`config.mk`:
```
export PLATFORM = sky130hd
export DESIGN_NAME = mips_state_sequencer
export DESIGN_NICKNAME = d
export VERILOG_FILES = /design/src/rtl/mips_seq_pkg.sv /design/src/rtl/opcode_phase_lut.sv /design/src/rtl/mips_state_sequencer.sv
export SDC_FILE = /design/constraint.sdc
export NUM_CORES = 1
export LEC_CHECK = 0
export ABC_AREA = 0
export BUFFER_PORTS_ARGS = -buffer_cell sky130_fd_sc_hd__clkbuf_2
export CAP_MARGIN = 30
export CELL_PAD_IN_SITES_DETAIL_PLACEMENT = 0
export CELL_PAD_IN_SITES_GLOBAL_PLACEMENT = 1
export CORE_MARGIN = 2
export CORE_UTILIZATION = 45
export DETAILED_ROUTE_END_ITERATION = 10
export PLACE_DENSITY = 0.9
export SYNTH_ARGS = -nofsm -noshare
export SYNTH_HDL_FRONTEND = slang
export SYNTH_SLANG_ARGS = --single-unit
export TNS_END_PERCENT = 100
```
`constraint.sdc`:
```
create_clock -name clk -period 5.8 [get_ports clk]
set_input_delay 0.87 -clock clk [delete_from_list [all_inputs] [get_ports clk]]
set_output_delay 0.87 -clock clk [all_outputs]
set_load 0.03 [all_outputs]
```
`src/rtl/mips_seq_pkg.sv`:
```
// mips_seq_pkg: phase codes, opcodes and controller states shared by the sequencer and control unit
package mips_seq_pkg;
  localparam logic [3:0] IDLE_CODE  = 4'hF;
  localparam logic [2:0] PH_FETCH   = 3'd0;
  localparam logic [2:0] PH_DECODE  = 3'd1;
  localparam logic [2:0] PH_EXEC    = 3'd2;
  localparam logic [2:0] PH_MEM     = 3'd3;
  localparam logic [2:0] PH_WB_LOAD = 3'd4;
  localparam logic [5:0] OP_RTYPE = 6'h00;
  localparam logic [5:0] OP_J     = 6'h02;
  localparam logic [5:0] OP_JAL   = 6'h03;
  localparam logic [5:0] OP_BEQ   = 6'h04;
  localparam logic [5:0] OP_BNE   = 6'h05;
  localparam logic [5:0] OP_ADDI  = 6'h08;
  localparam logic [5:0] OP_SLTI  = 6'h0A;
  localparam logic [5:0] OP_ANDI  = 6'h0C;
  localparam logic [5:0] OP_ORI   = 6'h0D;
  localparam logic [5:0] OP_LUI   = 6'h0F;
  localparam logic [5:0] OP_LW    = 6'h23;
  localparam logic [5:0] OP_SW    = 6'h2B;
  typedef enum logic [1:0] {IDLE, EXEC, HALT} seq_state_e;
endpackage

```
`src/rtl/opcode_phase_lut.sv`:
```
// opcode_phase_lut: maps an opcode to its legality and the index of its final phase
module opcode_phase_lut
  import mips_seq_pkg::*;
(
  input  logic [5:0] opcode,
  output logic       legal,
  output logic [2:0] last_phase
);
  always_comb begin
    legal = 1'b1;
    last_phase = PH_MEM;
    case (opcode)
      OP_RTYPE, OP_SW, OP_ADDI, OP_ANDI, OP_ORI, OP_SLTI, OP_LUI: last_phase = PH_MEM;
      OP_LW: last_phase = PH_WB_LOAD;
      OP_BEQ, OP_BNE, OP_J, OP_JAL: last_phase = PH_EXEC;
      default: begin
        legal = 1'b0;
        last_phase = PH_FETCH;
      end
    endcase
  end
endmodule

```
`src/rtl/mips_state_sequencer.sv`:
```
// mips_state_sequencer: issues per-instruction phase codes to the multicycle core,
// with run/step/halt control and cycle/retired-instruction counters
module mips_state_sequencer #(
  parameter int         DATA_WIDTH = 32,
  parameter logic [3:0] IDLE_CODE  = mips_seq_pkg::IDLE_CODE
) (
  input  logic                  clk,
  input  logic                  reset,
  input  logic                  run,
  input  logic                  step,
  input  logic [5:0]            opcode,
  output logic [3:0]            count_state,
  output logic                  instr_done,
  output logic                  halted,
  output logic [5:0]            illegal_op,
  output logic [DATA_WIDTH-1:0] cycle_count,
  output logic [DATA_WIDTH-1:0] instr_count
);
  import mips_seq_pkg::*;
  seq_state_e            state_q;
  logic [2:0]            ph_q, last_ph_q;
  logic                  single_q, halted_q;
  logic [5:0]            illegal_op_q;
  logic [DATA_WIDTH-1:0] cycle_q, instr_q;
  logic                  legal;
  logic [2:0]            last_phase;
  logic                  is_last;
  opcode_phase_lut u_lut (
    .opcode    (opcode),
    .legal     (legal),
    .last_phase(last_phase)
  );
  // phases from execute onward only ever compare against the latched length
  assign is_last     = state_q == EXEC && ph_q >= PH_EXEC && ph_q == last_ph_q;
  assign count_state = state_q == EXEC ? {1'b0, ph_q} : IDLE_CODE;
  assign instr_done  = is_last;
  assign halted      = halted_q;
  assign illegal_op  = illegal_op_q;
  assign cycle_count = cycle_q;
  assign instr_count = instr_q;
  always_ff @(posedge clk or posedge reset) begin
    if (reset) begin
      state_q      <= IDLE;
      ph_q         <= PH_FETCH;
      last_ph_q    <= PH_FETCH;
      single_q     <= 1'b0;
      halted_q     <= 1'b0;
      illegal_op_q <= '0;
      cycle_q      <= '0;
      instr_q      <= '0;
    end else begin
      case (state_q)
        IDLE: if (run || step) begin
          state_q  <= EXEC;
          ph_q     <= PH_FETCH;
          single_q <= !run;
        end
        EXEC: begin
          cycle_q <= cycle_q + DATA_WIDTH'(1);
          if (ph_q == PH_DECODE) begin
            if (!legal) begin
              state_q      <= HALT;
              halted_q     <= 1'b1;
              illegal_op_q <= opcode;
            end else begin
              last_ph_q <= last_phase;
              ph_q      <= PH_EXEC;
            end
          end else if (is_last) begin
            instr_q <= instr_q + DATA_WIDTH'(1);
            if (single_q || !run) begin
              state_q  <= IDLE;
              single_q <= 1'b0;
            end else ph_q <= PH_FETCH;
          end else ph_q <= ph_q + 3'd1;
        end
        default: ;
      endcase
    end
  end
endmodule
```
==> summary.md <==
| Metric | Value |
|---|---|
| Unrepaired setup endpoints after global routing | `false` |
| Startpoint types | `flop` |
| CP Depth | `7` |
| CTS resizes | `0` |
| Crit path largest cell delay | `approximately 0.45 ns` |
| Slack of the worst reg-to-reg path | `approximately 3.4 ns` |
| Clk buf depth | `2` |
| CP delay by family, top | `buffers and inverters` |
| Crit Reg-Reg Endpoint | `instr_count[6]` |
| Area of the multi-input gates | `~1800 um^2` |
| Syn Std Cell Area | `between 3000 and 4000 um^2` |
| # fillers | `742` |
| Drc violations | `0` |
| Final ANT Viol Nets | `0` |
| Core Rows | `33` |
| Crit path buffers/inverters | `3` |
| Critical path capture point type | `output pin` |
| Number of synthesized flops with an enable pin | `0` |
| Port bufs | `85` |
| N_diodes | `0` |
| Root buffer cell | `clkbuf_8` |
| CP Cell Sequence | `inv_1 > ha_1 > o21bai_1 > o21ai_1 > nand3_1 > inv_1 > clkbuf_2` |
| Via count | `~3000` |
| Cell mode on critical path | `inv_1` |
| Commonest non-fill, non-tap cell in the layout | `clkbuf_2` |
| Worst min-delay path class | `reg -> reg` |
| Max_cap viols | `0` |
| HPWL Detailed | `just over 6 mm` |
| Reg-to-reg startpoint | `state_q[1]` |
| Largest family of logic cells by synthesized area | `simple AND/OR/NAND/NOR gates` |
| Setup tns final | `0 ns` |
| Hold Crit Depth | `1` |
| Most frequent cells in the layout | `85 x clkbuf_2, 80 x dfrtp_1, 34 x xnor2_1, 32 x nand2_1, 30 x xor2_1` |
| Unique masters post-synth | `47` |
| Cell Area, Placed | `4408 um^2` |
| GRT Util Overall | `a little under a fifth` |
| Hold_buf cts | `0` |
| Routed wire length | `just over 8 mm` |
| WS Path Type | `reg -> out` |
| Slew Limit Fails | `0` |
| Slowest CP cell | `dfrtp_1` |
| Io pins | `86` |
| Design Area, Final | `~4600 um^2` |
| H-tree depth | `3` |
| Synth Area in Adders | `between 1.5 and 2%` |
| Required time of the critical path | `between 4 and 5 ns` |
| Simple-gate portion of the synthesized area | `a little under a quarter` |
| Synth Flop Type | `dfrtp_1` |
| Setup violations, final | `0` |
| Mux contribution to synthesized area | `under 10%` |
| Ys async rst share | `between 90% and 100%` |
| Max VDD drop | `250.7 uV` |
| Total CTS buffers | `9` |
| Seq/Total Area, Yosys | `between 50% and 60%` |
| Mapped Avg Cell Area | `approximately 11 um^2` |
| Antenna violations before repair | `0` |
| Crit path time final | `around 3.2 ns` |
| CTS tree | `built` |
| Reg2reg path depth | `6` |
| Syn Nets | `approximately 380` |
| GP Congestion | `0.8491` |
| Slew HR | `39.07%` |
| Worst skew pair latency | `~0.36 ns` |
| Clk_skew | `between 0.015 and 0.02 ns` |
| WP data arrival | `about 2.4 ns` |
| Leak | `between 2 and 2.5 nW` |
| Worst-margin pin slew | `between 0.9 and 1 ns` |
| Wire per inst | `between 10 and 15 um` |
| Fmax | `307.8 MHz` |
| Yosys warning count | `0` |
| Compound-Gate Fraction of Synth Area | `3.802%` |
| Post-Syn Instances | `around 370` |
| P per Cell Area | `314.4 nW/um^2` |
| Min-Delay Endpoint | `instr_count[31]` |
| Setup Fix Bufs, Post-CTS | `0` |
| Core ar. | `8258 um^2` |
| DRT Pass-1 Iters | `4` |
| Number of global-route vias before repair | `2806` |
| Clk slew on worst S/H paths | `0.07 ns` |
| Die ar. | `~9300 um^2` |
| First-pass GRT wire length | `approximately 13 mm` |
| Initial Utilization | `between 40% and 50%` |
| Synthesized flop and latch total | `80` |
| Die Span Y | `around 96 um` |
| Xor-xnor portion of the synthesized cell area | `around 15%` |
| Area grow syn2layout | `20.28%` |
| Period utilization | `between 50 and 60%` |
| Share of cells above drive strength 1 | `approximately 25%` |
| GRT overflow | `0` |
| CP Max Fanout | `12` |
| Min-delay src | `instr_count[31]` |
| DR vias/cell | `between 5 and 6` |
| Die Wd | `96.50 um` |
| Pin count of the biggest net entering global routing | `55` |
| Drt first-iter violations | `around 130` |
| Hold Vio Cnt, Final | `0` |
| Outcome | `finished, final reports clean` |
| Fin nets | `472` |
| Register area | `2002 um^2` |
| Total clock sinks | `80` |
==> where the power goes <==
group	switching (W)	total, W	leakage [nW]	internal [W]
clock	0.000201	0.000457	0.111	0.000256
sequential	0.0000608	0.000674	1.08	0.000613
combinational	0.000216	0.000325	1.13	0.000109
==> cells in the mapped netlist (2+ instances only) <==
cell | instances | area share, %
nand4_1 | 19 | 3.1
clkbuf_1 | 4 | 0.39
dfrtp_1 | 80 | 52
nor4_1 | 6 | 0.98
and3_1 | 10 | 1.6
and3b_1 | 2 | 0.46
inv_1 | 12 | 1.2
nand2b_1 | 4 | 0.65
nor2b_1 | 4 | 0.65
nand2_1 | 32 | 3.1
nand3_1 | 26 | 3.4
mux2_2 | 9 | 2.6
or2_2 | 2 | 0.32
a21oi_1 | 4 | 0.52
nor2_1 | 20 | 1.9
and4b_1 | 2 | 0.52
ha_1 | 5 | 1.6
o21ai_0 | 8 | 1.0
or3_1 | 2 | 0.32
xor2_1 | 30 | 6.8
and4_1 | 4 | 0.91
nor3_1 | 23 | 3.0
xnor2_1 | 34 | 7.7
==> layout make-up <==
class                      count  area share [%]
inverter                      13           1.081
clock buffer                  12           3.134
multi-input combinational    266           38.10
tap                          105           2.837
clock inverter                 4           1.675
timing repair buffer          87           9.943
sequential                    80           43.23
==> registers in the layout, indices dropped and copies added, names as in the netlist <==
register,count
single_q,1
halted,1
state_q,2
last_ph_q,3
cycle_count,32
instr_count,32
ph_q,3
illegal_op,6
==> worst max-delay path by stage <==
stage,slack [ns],from,endpoint
floorplan,2.88,reset,cycle_count[0]
CTS,2.54,ph_q[0],instr_done
detailed placement,2.94,ph_q[0],instr_done
global placement,3.01,ph_q[0],instr_done
finish,2.55,ph_q[0],instr_done
global route,2.29,ph_q[0],instr_done
==> cell families after synthesis <==
group,Yosys count
AOI/OAI and AO/OA,23
buffers and inverters,20
and+or+nand+nor,164
muxes,10
adders and majority gates,5
xor gates and xnor gates,64
DFF,80
==> metal layers <==
layer | share of wire, % | wire length (um) | track usage, %
met1 | 47 | 3912 | 24.61
met2 | 46 | 3819 | 29.22
met3 | 5.7 | 470 | 5.974
met4 | 0.91 | 75 | 4.695
met5 | 0 | 0 | 0
==> through the flow <==
stage                     power [W]  cells  hold slack, ns  util (%)  worst slack (ns)
after floorplan           0.0009128    366          0.4614         -             2.878
after global placement     0.001002    550          0.4559     53.05             3.014
after detailed placement   0.001012    551          0.4686     53.38             2.943
after CTS                  0.001474    567          0.4796     56.08             2.537
after global routing       0.001533    567          0.5021     56.08             2.290
final                      0.001456    567          0.4813     56.08             2.551
(Power assumes the default switching activity.)
